## config.mk

```make
export PLATFORM = sky130hd
export DESIGN_NAME = muldiv_unit
export DESIGN_NICKNAME = d
export VERILOG_FILES = /design/src/rtl/mips_pkg.sv /design/src/rtl/muldiv_datapath.sv /design/src/rtl/muldiv_unit.sv
export SDC_FILE = /design/constraint.sdc
export NUM_CORES = 1
export LEC_CHECK = 0
export BUFFER_PORTS_ARGS = -buffer_cell sky130_fd_sc_hd__buf_2
export CAP_MARGIN = 20
export CORE_AREA = 2 2 235 237
export CTS_CLUSTER_DIAMETER = 30
export CTS_CLUSTER_SIZE = 10
export DETAILED_ROUTE_END_ITERATION = 8
export DIE_AREA = 0 0 237 239
export PLACE_DENSITY_LB_ADDON = 0.2
export SLEW_MARGIN = 15
export SYNTH_ARGS = -nofsm -noshare
export SYNTH_HDL_FRONTEND = slang
export SYNTH_SLANG_ARGS = --single-unit
```

## constraint.sdc

```tcl
create_clock -name clk -period 6.9 [get_ports clk]
set_input_delay 1.035 -clock clk [delete_from_list [all_inputs] [get_ports clk]]
set_output_delay 1.035 -clock clk [all_outputs]
set_load 0.03 [all_outputs]
```

## src/rtl/mips_pkg.sv

```systemverilog
// Shared MIPS core definitions: ALU control width plus the multiply/divide unit types.
package mips_pkg;

  localparam int unsigned ALU_CTRL_WIDTH = 4;

  // Multiply/divide unit
  localparam int unsigned MD_OP_WIDTH  = 2;
  localparam int unsigned MD_XLEN      = 32;
  localparam int unsigned MD_ITER      = 32;
  localparam int unsigned MD_CNT_WIDTH = $clog2(MD_ITER);

  typedef enum logic [MD_OP_WIDTH-1:0] {
    MD_MULT  = 2'b00,
    MD_MULTU = 2'b01,
    MD_DIV   = 2'b10,
    MD_DIVU  = 2'b11
  } md_op_t;

  typedef enum logic [1:0] {
    IDLE = 2'b00,
    CALC = 2'b01,
    FIX  = 2'b10
  } md_state_t;

  // Two's-complement magnitude when neg is set, pass-through otherwise.
  function automatic logic [MD_XLEN-1:0] md_mag(input logic [MD_XLEN-1:0] x, input logic neg);
    return neg ? (~x + 1'b1) : x;
  endfunction

endpackage

```

## src/rtl/muldiv_datapath.sv

```systemverilog
// Iterative unsigned multiply / restoring-divide datapath, one bit per step.
// Multiply: acc = {partial product, remaining multiplier bits}, opnd = multiplicand.
// Divide:   acc = {partial remainder, remaining dividend / quotient bits}, opnd = divisor.
module muldiv_datapath
  import mips_pkg::*;
(
  input  logic                 clk_i,
  input  logic                 rst_i,
  input  logic                 load_i,
  input  logic                 step_i,
  input  logic                 is_div_i,
  input  logic [MD_XLEN-1:0]   a_mag_i,
  input  logic [MD_XLEN-1:0]   b_mag_i,
  output logic [2*MD_XLEN-1:0] acc_o
);

  logic [2*MD_XLEN-1:0] acc_q, acc_d;
  logic [MD_XLEN-1:0]   opnd_q, opnd_d;
  logic [MD_XLEN:0]     mul_sum;
  logic [MD_XLEN+1:0]   div_diff;
  logic [2*MD_XLEN-1:0] step_res;

  // Single iteration: conditional add-and-shift-right, or shift-left-and-trial-subtract.
  always_comb begin
    mul_sum  = {1'b0, acc_q[2*MD_XLEN-1:MD_XLEN]} +
               {1'b0, (acc_q[0] ? opnd_q : {MD_XLEN{1'b0}})};
    // Shifted remainder needs 33 bits because a divisor >= 2^31 can leave bit 31 set.
    div_diff = {1'b0, acc_q[2*MD_XLEN-1:MD_XLEN-1]} - {2'b00, opnd_q};
    if (is_div_i) begin
      if (div_diff[MD_XLEN+1]) begin
        step_res = {acc_q[2*MD_XLEN-2:0], 1'b0};
      end else begin
        step_res = {div_diff[MD_XLEN-1:0], acc_q[MD_XLEN-2:0], 1'b1};
      end
    end else begin
      step_res = {mul_sum, acc_q[MD_XLEN-1:1]};
    end
  end

  // Load operands on accept, otherwise advance one iteration while stepping.
  always_comb begin
    acc_d  = acc_q;
    opnd_d = opnd_q;
    if (load_i) begin
      acc_d  = {{MD_XLEN{1'b0}}, (is_div_i ? a_mag_i : b_mag_i)};
      opnd_d = is_div_i ? b_mag_i : a_mag_i;
    end else if (step_i) begin
      acc_d = step_res;
    end
  end

  // Accumulator and iteration operand registers.
  always_ff @(posedge clk_i) begin
    if (rst_i) begin
      acc_q  <= '0;
      opnd_q <= '0;
    end else begin
      acc_q  <= acc_d;
      opnd_q <= opnd_d;
    end
  end

  assign acc_o = acc_q;

endmodule

```

## src/rtl/muldiv_unit.sv

```systemverilog
// MIPS HI/LO multiply/divide unit: 32-cycle iterative MULT/MULTU/DIV/DIVU with MTHI/MTLO.
module muldiv_unit
  import mips_pkg::*;
(
  input  logic                   clk,
  input  logic                   rst,
  input  logic                   start,
  input  logic [MD_OP_WIDTH-1:0] md_op,
  input  logic [MD_XLEN-1:0]     operand_a,
  input  logic [MD_XLEN-1:0]     operand_b,
  input  logic                   hi_we,
  input  logic                   lo_we,
  input  logic [MD_XLEN-1:0]     wdata,
  output logic [MD_XLEN-1:0]     hi,
  output logic [MD_XLEN-1:0]     lo,
  output logic                   busy,
  output logic                   done,
  output logic                   div_by_zero
);

  md_state_t               state_q;
  md_op_t                  op_q;
  logic [MD_CNT_WIDTH-1:0] cnt_q;
  logic                    neg_res_q;
  logic                    neg_rem_q;
  logic                    zdiv_q;
  logic [MD_XLEN-1:0]      hi_q, lo_q;
  logic                    done_q, dbz_q;

  logic                    accept;
  logic                    in_signed, in_div, a_neg, b_neg, zero_div;
  logic                    op_is_div;
  logic                    dp_is_div;
  logic [MD_XLEN-1:0]      a_mag, b_mag;
  logic [2*MD_XLEN-1:0]    acc;
  logic [2*MD_XLEN-1:0]    prod_fixed;
  logic [MD_XLEN-1:0]      quo_fixed, rem_fixed;
  logic [MD_XLEN-1:0]      fix_hi, fix_lo;

  // Decode the incoming request and form operand magnitudes.
  always_comb begin
    accept    = start && (state_q == IDLE);
    in_signed = (md_op == MD_MULT) || (md_op == MD_DIV);
    in_div    = (md_op == MD_DIV) || (md_op == MD_DIVU);
    a_neg     = in_signed & operand_a[MD_XLEN-1];
    b_neg     = in_signed & operand_b[MD_XLEN-1];
    zero_div  = in_div && (operand_b == '0);
    a_mag     = md_mag(operand_a, a_neg);
    b_mag     = md_mag(operand_b, b_neg);
    op_is_div = (op_q == MD_DIV) || (op_q == MD_DIVU);
    // The datapath sees the live op while loading and the latched op while iterating.
    dp_is_div = accept ? in_div : op_is_div;
  end

  muldiv_datapath u_datapath (
    .clk_i    (clk),
    .rst_i    (rst),
    .load_i   (accept && !zero_div),
    .step_i   (state_q == CALC),
    .is_div_i (dp_is_div),
    .a_mag_i  (a_mag),
    .b_mag_i  (b_mag),
    .acc_o    (acc)
  );

  // Sign correction of the unsigned iteration result, applied in FIX.
  always_comb begin
    prod_fixed = neg_res_q ? (~acc + 1'b1) : acc;
    quo_fixed  = md_mag(acc[MD_XLEN-1:0], neg_res_q);
    rem_fixed  = md_mag(acc[2*MD_XLEN-1:MD_XLEN], neg_rem_q);
    if (op_is_div) begin
      fix_hi = rem_fixed;
      fix_lo = quo_fixed;
    end else begin
      fix_hi = prod_fixed[2*MD_XLEN-1:MD_XLEN];
      fix_lo = prod_fixed[MD_XLEN-1:0];
    end
  end

  // Control FSM, iteration counter, HI/LO registers and registered status pulses.
  always_ff @(posedge clk) begin
    if (rst) begin
      state_q   <= IDLE;
      op_q      <= MD_MULT;
      cnt_q     <= '0;
      neg_res_q <= 1'b0;
      neg_rem_q <= 1'b0;
      zdiv_q    <= 1'b0;
      hi_q      <= '0;
      lo_q      <= '0;
      done_q    <= 1'b0;
      dbz_q     <= 1'b0;
    end else begin
      done_q <= 1'b0;
      dbz_q  <= 1'b0;
      unique case (state_q)
        IDLE: begin
          if (hi_we) hi_q <= wdata;
          if (lo_we) lo_q <= wdata;
          if (start) begin
            op_q      <= md_op_t'(md_op);
            neg_res_q <= a_neg ^ b_neg;
            neg_rem_q <= a_neg;
            zdiv_q    <= zero_div;
            cnt_q     <= '0;
            state_q   <= zero_div ? FIX : CALC;
          end
        end
        CALC: begin
          cnt_q <= cnt_q + 1'b1;
          if (cnt_q == MD_CNT_WIDTH'(MD_ITER - 1)) state_q <= FIX;
        end
        FIX: begin
          // A divide by zero retires without touching HI/LO.
          if (!zdiv_q) begin
            hi_q <= fix_hi;
            lo_q <= fix_lo;
          end
          done_q  <= 1'b1;
          dbz_q   <= zdiv_q;
          state_q <= IDLE;
        end
        default: state_q <= IDLE;
      endcase
    end
  end

  assign hi          = hi_q;
  assign lo          = lo_q;
  assign busy        = (state_q != IDLE);
  assign done        = done_q;
  assign div_by_zero = dbz_q;

endmodule
```

==> impl_metrics.csv, run 1 <==
group,metric,value,unit
status,status,"complete, no violations",
floorplanning,die_h,239,um
sta,finalMaxSlewViolations,0,
grt,grt_overflow,0,
power_and_ir_drop,sw_frac_of_total,40.0,%
floorplanning,fp.dieW,237,um
clock_network,clkLatencyLatePin,0.49,ns
drt,num_vias,15418,
yosys,synth_commonest_cells,"266 x a21oi_1, 262 x nand2_1, 257 x nor2_1",
floorplanning,io_pins,170,
yosys,syn-instance-count,2076,
sta,holdWs,0.456,ns
grt,grt_pass1_wl,88.2,mm
critical_path,reg2reg_to,"u_datapath.acc_o[39]",
floorplanning,core.rowCount,86,
critical_path,worst_ep_arrival_time,4.82,ns
drt,routed_wl,59.6,mm
critical_path,timing_worst_setup_path_type,"reg2reg",
grt,grt_max_degree,115,
yosys,synth_top_area_cell,"dfxtp_1",
drt,antenna_left,0,
power_and_ir_drop,p_seq_share,34.0,%
drt,drt_iter0_drc,1387,
critical_path,r2r-start,"u_datapath.acc_o[35]",
grt,antenna_found_initial,0,
floorplanning,fp.coreArea,54300,sq um
placed_design,place_area,15800,sq um
yosys,synth.avg_cell_area,6.95,sq um
sta,finalCritPeriodShare,64.4,%
yosys,synth_top_area_share,24.0,%
power_and_ir_drop,p_clk_share,31.3,%
yosys,synth_top_cells_by_area,"dfxtp_1 24%, a21oi_1 9.2%, nand2_1 6.8%, nor2_1 6.7%, ha_1 6.1%",
critical_path,cp-start-kind,"flop",
yosys,syn_nets,2251,
yosys,yosysSeqAreaShare,24.0,%
sta,fin_tns_setup,0,ns
drt,drc,0,
min_path,holdPathEnd,"hi[22]",
sta,max_freq,225,MHz
clock_network,cts_tree,"built",
clock_network,clkTransAtPathRegs,0.08,ns
grt,grt_pass1_vias,14213,
final_layout,drive_above_1_share,11.5,%
yosys,synthFlopType,"dfxtp_1",
sta,slew_headroom,27.6,%
critical_path,crit_fanout,27,
sta,period_needed,4.45,ns
power_and_ir_drop,net-switching-power,1.37,mW
clock_network,clock-sinks,173,
min_path,holdPathStages,2,
critical_path,crit_required,7.27,ns
drt,drt_pass1_iterations,6,
power_and_ir_drop,p_int,2.07,mW
clock_network,clock_tree.htree_level_count,4,
flow_run,cap_violations,0,
drt,viasPerCell,5.40,
min_path,hold_path.class,"reg2reg",
yosys,ys_ff_latch,173,
placed_design,port_buffers,169,
critical_path,worstSetupEndpointType,"flop",
final_layout,num-fill-cells,5973,
sta,finalHoldViolations,0,
floorplanning,initial_core_util,26.5,%
power_and_ir_drop,p_per_area,209,nW/um^2
sta,finClkSkew,0.0204,ns
sta,setup_viol,0,
clock_network,cts-resized-gates,0,
power_and_ir_drop,peakVddDrop,0.000194,V
critical_path,rrSetupSlack,2.45,ns
power_and_ir_drop,leakagePower,6.55,nW
yosys,synth_edf_count,0,
clock_network,numCtsBuffers,17,
clock_network,cts_setup_buffers,0,
placed_design,place_congestion,0.922,
power_and_ir_drop,comb_power_share,34.7,%
clock_network,cts_hold_buf,0,
yosys,synth-async-reset-ratio,0,%
sta,tightest_slew,1.08,ns
sta,rsz0062_at_grt,"no",
clock_network,root_buffer,"clkbuf_16",
min_path,worstHoldStart,"hi[22]",
final_layout,fin_area,16400,sq um
final_layout,nNetsFinal,2312,
floorplanning,die_area,56600,sq um
critical_path,rr_worst_depth,12,
final_layout,area_delta_synth_final,13.9,%
clock_network,clock_path_buffers,2,
yosys,syn_area,14400,sq um
yosys,yosysWarnings,0,
grt,grt.total_usage,20.5,%
drt,routedWlPerCell,20.9,um
yosys,synth.most_common_cell,"a21oi_1",
yosys,ys_types,73,
placed_design,dpl.hpwl,46.0,mm
[stage by stage]
| stage | instances | power [mW] | setup slack (ns) | util (%) |
|---|---|---|---|---|
| 2_1_floorplan | 2076 | 1.99 | 3.45 | - |
| 3_3_place_gp | 2821 | 2.37 | 2.25 | 29.0 |
| 3_5_place_dp | 2821 | 2.37 | 2.11 | 29.0 |
| 4_1_cts | 2853 | 3.45 | 2.54 | 30.2 |
| 5_1_grt | 2854 | 3.63 | 2.20 | 30.2 |
| 6_report | 2855 | 3.44 | 2.45 | 30.2 |
[critical path, stage by stage (launching register included)]
cell and delay (ns):
dfxtp_1 0.73, ha_1 0.41, a21o_1 0.23, a31oi_1 0.26, a21oi_1 0.15, o31a_1 0.43
a31o_2 0.32, a31oi_2 0.58, buf_4 0.45, nand2_1 0.09, o211ai_1 0.17, o211ai_1 0.18
a21oi_1 0.31
[how the worst max path moves through the flow]
stage                          from                    to  slack [ns]  depth (start not counted)
2_1_floorplan          operand_b[5]  u_datapath.acc_o[63]        3.45                         12
3_3_place_gp           operand_b[5]  u_datapath.acc_o[57]        2.25                         10
3_5_place_dp           operand_b[5]  u_datapath.acc_o[57]        2.11                         10
4_1_cts        u_datapath.acc_o[35]  u_datapath.acc_o[39]        2.54                         12
5_1_grt         u_datapath.acc_o[0]  u_datapath.acc_o[61]        2.20                         14
6_report       u_datapath.acc_o[35]  u_datapath.acc_o[39]        2.45                         12
[area by class of cell]
cell class	instances	area (sq um)	area share, %
clock inverters	14	180	1.10
flip-flops and latches	173	3460	21.1
diodes	1	2.50	0.0152
multi-input cells	1694	10200	62.2
repair buffers	187	1010	6.14
clock buffers	18	439	2.67
inverters	64	240	1.46
well taps	704	881	5.36
[power by group through the flow]
stage	Clock (mW)	Sequential [mW]	Combinational, mW
floorplan	0	1.19	0.796
global placement	0	1.19	1.18
detailed placement	0	1.19	1.18
CTS	1.10	1.17	1.19
global route	1.14	1.18	1.31
finish	1.08	1.17	1.19
[cell usage in the layout, fill, tap and decap left out, types with 46 or more instances in the layout]
cell	synthesis	layout
a21oi_1	266	265
nand2_1	262	262
nor2_1	257	256
dfxtp_1	173	173
buf_2	7	168
o21ai_0	101	101
xnor2_1	87	87
xor2_1	85	85
o211ai_1	78	78
a211oi_1	70	70
ha_1	70	70
nand3_1	65	65
inv_1	64	64
nor3_1	46	46
[flip-flops by register name, summed over array words and instances, names as in the netlist]
register           cells
cnt_q                  5
div_by_zero            1
done                   1
hi                    32
lo                    32
neg_rem_q              1
neg_res_q              1
op_q                   1
state_q                2
u_datapath.acc_o      64
u_datapath.opnd_q     32
zdiv_q                 1
[per-layer routing]
layer,vias to the layer above,track usage [%],share of wire (%)
li1,7554,-,-
met1,7316,29.0,48
met2,481,32.3,44
met3,65,3.14,5.6
met4,2,5.73,2.4
met5,-,0,0.010
[kinds of logic (layout without fill, tap and decap cells)]
| group | Yosys count | after routing | share of synthesized area, % |
|---|---|---|---|
| AND/OR/NAND/NOR | 760 | 760 | 23.5 |
| multiplexers | 6 | 6 | 0.434 |
| AO/OA/AOI/OAI | 684 | 684 | 29.8 |
| flip-flops | 173 | 173 | 24.0 |
| other | 0 | 1 | 0 |
| buffers and inverters | 209 | 283 | 5.55 |
| XOR/XNOR | 172 | 172 | 10.4 |
| adder cells (fa/ha/maj) | 72 | 72 | 6.35 |
Note: power is estimated with default switching activity, not from simulation.
==> run 2, diff against run 1 <==
ABC_AREA = 1   (was default)
CORE_AREA = 2 2 254 256   (was 2 2 235 237)
DIE_AREA = 0 0 256 258   (was 0 0 237 239)
clock period = 4.1 ns   (was 6.9 ns; I/O delays follow)
==> impl_metrics.csv, run 2 <==
group,metric,value,unit
critical_path,timing_worst_setup_path_type,"reg2reg",
yosys,synth_edf_count,0,
clock_network,clkLatencyLatePin,0.50,ns
critical_path,path_buf_inv,3,
floorplanning,die_h,258,um
grt,groute.layer.met2.usage,39.0,%
final_layout,largest_reg_flops,64,
placed_design,dpl.hpwl,62.2,mm
yosys,synth_top_cells_by_area,"dfxtp_1 20%, nand2_1 16%, o21ai_0 9.2%, nand3_1 9.1%, inv_1 8.6%",
sta,period_needed,3.12,ns
sta,slew_headroom,35.8,%
placed_design,dp.cells,3907,
yosys,synth_top_family_by_area,"simple AND/OR/NAND/NOR gates",
critical_path,max_stage_delay,0.47,ns
floorplanning,io_pins,170,
yosys,synth.most_common_cell,"nand2_1",
drt,routedWlPerCell,19.6,um
final_layout,area_delta_synth_final,13.6,%
status,status,"complete, no violations",
sta,max_freq,320,MHz
power_and_ir_drop,peakVddDrop,0.000288,V
final_layout,final_cell_mix,"721 x nand2_1, 386 x inv_1, 311 x o21ai_0, 307 x nand3_1, 272 x a21oi_1",
yosys,synth_mux_area_share,0.237,%
power_and_ir_drop,p_per_area,374,nW/um^2
sta,tightest_slew,0.963,ns
critical_path,crit_fanout,50,
critical_path,critPathTopFamily,"simple AND/OR/NAND/NOR gates",
floorplanning,core.rowCount,93,
sta,finalCritPeriodShare,76.1,%
clock_network,cts-resized-gates,0,
yosys,synth_compound_area_share,22.7,%
drt,drt_pass1_iterations,7,
grt,grt_max_degree,157,
grt,antenna_found_initial,3,
power_and_ir_drop,leakagePower,9.22,nW
clock_network,root_buffer,"clkbuf_16",
grt,grt_pass1_vias,18759,
clock_network,clkTransAtPathRegs,0.08,ns
yosys,ys_types,50,
floorplanning,initial_core_util,26.6,%
clock_network,cts_hold_buf,0,
floorplanning,fp.dieW,256,um
yosys,synth_top_area_share,20.5,%
sta,setup_slack,0.979,ns
yosys,ys_ff_latch,173,
clock_network,cts_tree,"built",
placed_design,place_congestion,0.953,
grt,met3_usage,2.82,%
grt,top_usage_layer,"met2",
yosys,synth_commonest_cells,"721 x nand2_1, 388 x inv_1, 311 x o21ai_0",
critical_path,path_common_cell,"nand2_1",
critical_path,cp-start-kind,"flop",
final_layout,drive_above_1_share,9.37,%
sta,setup_viol,0,
yosys,yosysSeqAreaShare,20.5,%
drt,routed_wl,77.1,mm
grt,gr-usage-met1,29.8,%
critical_path,worst_ep_arrival_time,3.54,ns
floorplanning,fp.coreArea,63600,sq um
power_and_ir_drop,finalPower,7.18,mW
sta,finalMaxSlewViolations,0,
critical_path,crit_chain,"inv_1 > ha_1 > nand2_1 > nor2_1 > nand2_1 > inv_1 > nand2_1 > nand2_2 > nand2_2 > nand2_4 > inv_1 > nand2_1 > nand3_1 > a31oi_1",
critical_path,worstSetupEndpointType,"flop",
sta,rsz0062_at_grt,"no",
placed_design,port_buffers,169,
yosys,synth_top_area_cell,"dfxtp_1",
clock_network,cts_setup_buffers,0,
floorplanning,die_area,66000,sq um
drt,num_vias,20170,
yosys,syn_nets,3140,
drt,drc,0,
final_layout,layout_commonest_cell,"nand2_1",
flow_run,cap_violations,0,
yosys,synth.avg_cell_area,5.70,sq um
yosys,synthXorXnorAreaFrac,3.01,%
yosys,synth-async-reset-ratio,0,%
sta,finClkSkew,0.0164,ns
placed_design,place_area,18600,sq um
clock_network,numCtsBuffers,17,
drt,viasPerCell,5.12,
yosys,synthFlopType,"dfxtp_1",
critical_path,crit_required,4.52,ns
clock_network,clock-sinks,173,
yosys,syn_area,16900,sq um
critical_path,slowest_stage,"nand2_4",
placed_design,pre_cts_ws,0.858,ns
sta,finalHoldViolations,0,
yosys,syn-instance-count,2965,
yosys,synthAdderAreaFrac,5.42,%
final_layout,finalNonFillerCells,3941,
final_layout,fin_area,19200,sq um
grt,grt_overflow,0,
min_path,hold_path.class,"in2reg",
drt,drt_iter0_drc,2052,
sta,fin_tns_setup,0,ns
drt,antenna_left,0,
yosys,yosysWarnings,0,
yosys,post_synth_and_or_nand_nor_area_fraction,36.2,%
clock_network,clock_tree.htree_level_count,4,
grt,grt.total_usage,22.8,%
clock_network,clock_path_buffers,2,
grt,grt_pass1_wl,116,mm
final_layout,nNetsFinal,3246,
[run 2: power breakdown]
group          internal [mW]  switching [mW]  leakage [nW]
Sequential              1.85           0.171          1.43
Combinational          0.998            2.46          7.51
Clock                  0.905           0.789         0.284
Total                   3.76            3.42          9.22
[run 2: cell families after synthesis]
logic type	count (synthesis)
and+or+nand+nor	1433
AOI/OAI and AO/OA	716
buffers and inverters	509
DFF	173
adders and majority gates	72
xor gates and xnor gates	58
muxes	4
[run 2: final cells by class]
type                            count  area [sq um]
Clock inverter                     11           109
Tap cell                          855          1070
Antenna cell                        2          5.00
Fill cell                        7379         44500
Sequential cell                   173          3460
Multi-Input combinational cell   2283         11500
Inverter                          391          1470
Clock buffer                       21           480
Timing Repair Buffer              205          1140
[run 2: metal layers]
metal / wire length (um) / vias to the layer above / share of wire (%)
met4: 2270 / 0 / 2.9
met3: 4150 / 95 / 5.4
met5: 0 / - / 0
met1: 34200 / 9372 / 44
li1: - / 10067 / -
met2: 36600 / 636 / 47
[run 2: stage by stage]
stage	utilization [%]	hold WS [ns]
after CTS	30.2	0.390
after global routing	30.2	0.410
after detailed placement	29.2	0.459
after floorplan	-	0.439
after global placement	29.2	0.455
final	30.2	0.424
[run 2: worst reg2reg max path, cell delays in order, from the launching register on]
cell and delay, ns:
dfxtp_1 0.44, inv_1 0.15, ha_1 0.37, nand2_1 0.11
nor2_1 0.20, nand2_1 0.10, inv_1 0.07, nand2_1 0.06
nand2_2 0.10, nand2_2 0.11, nand2_4 0.47, inv_1 0.41
nand2_1 0.21, nand3_1 0.09, a31oi_1 0.15
[run 2: worst paths after layout]
kind	cells after the start	slack (ns)	endpoint	startpoint
max	14	0.98	u_datapath.acc_o[0]	u_datapath.opnd_q[16]
min	3	0.42	lo[27]	wdata[27]
min reg2reg	2	0.47	cnt_q[3]	cnt_q[3]
max reg2reg	14	0.98	u_datapath.acc_o[0]	u_datapath.opnd_q[16]
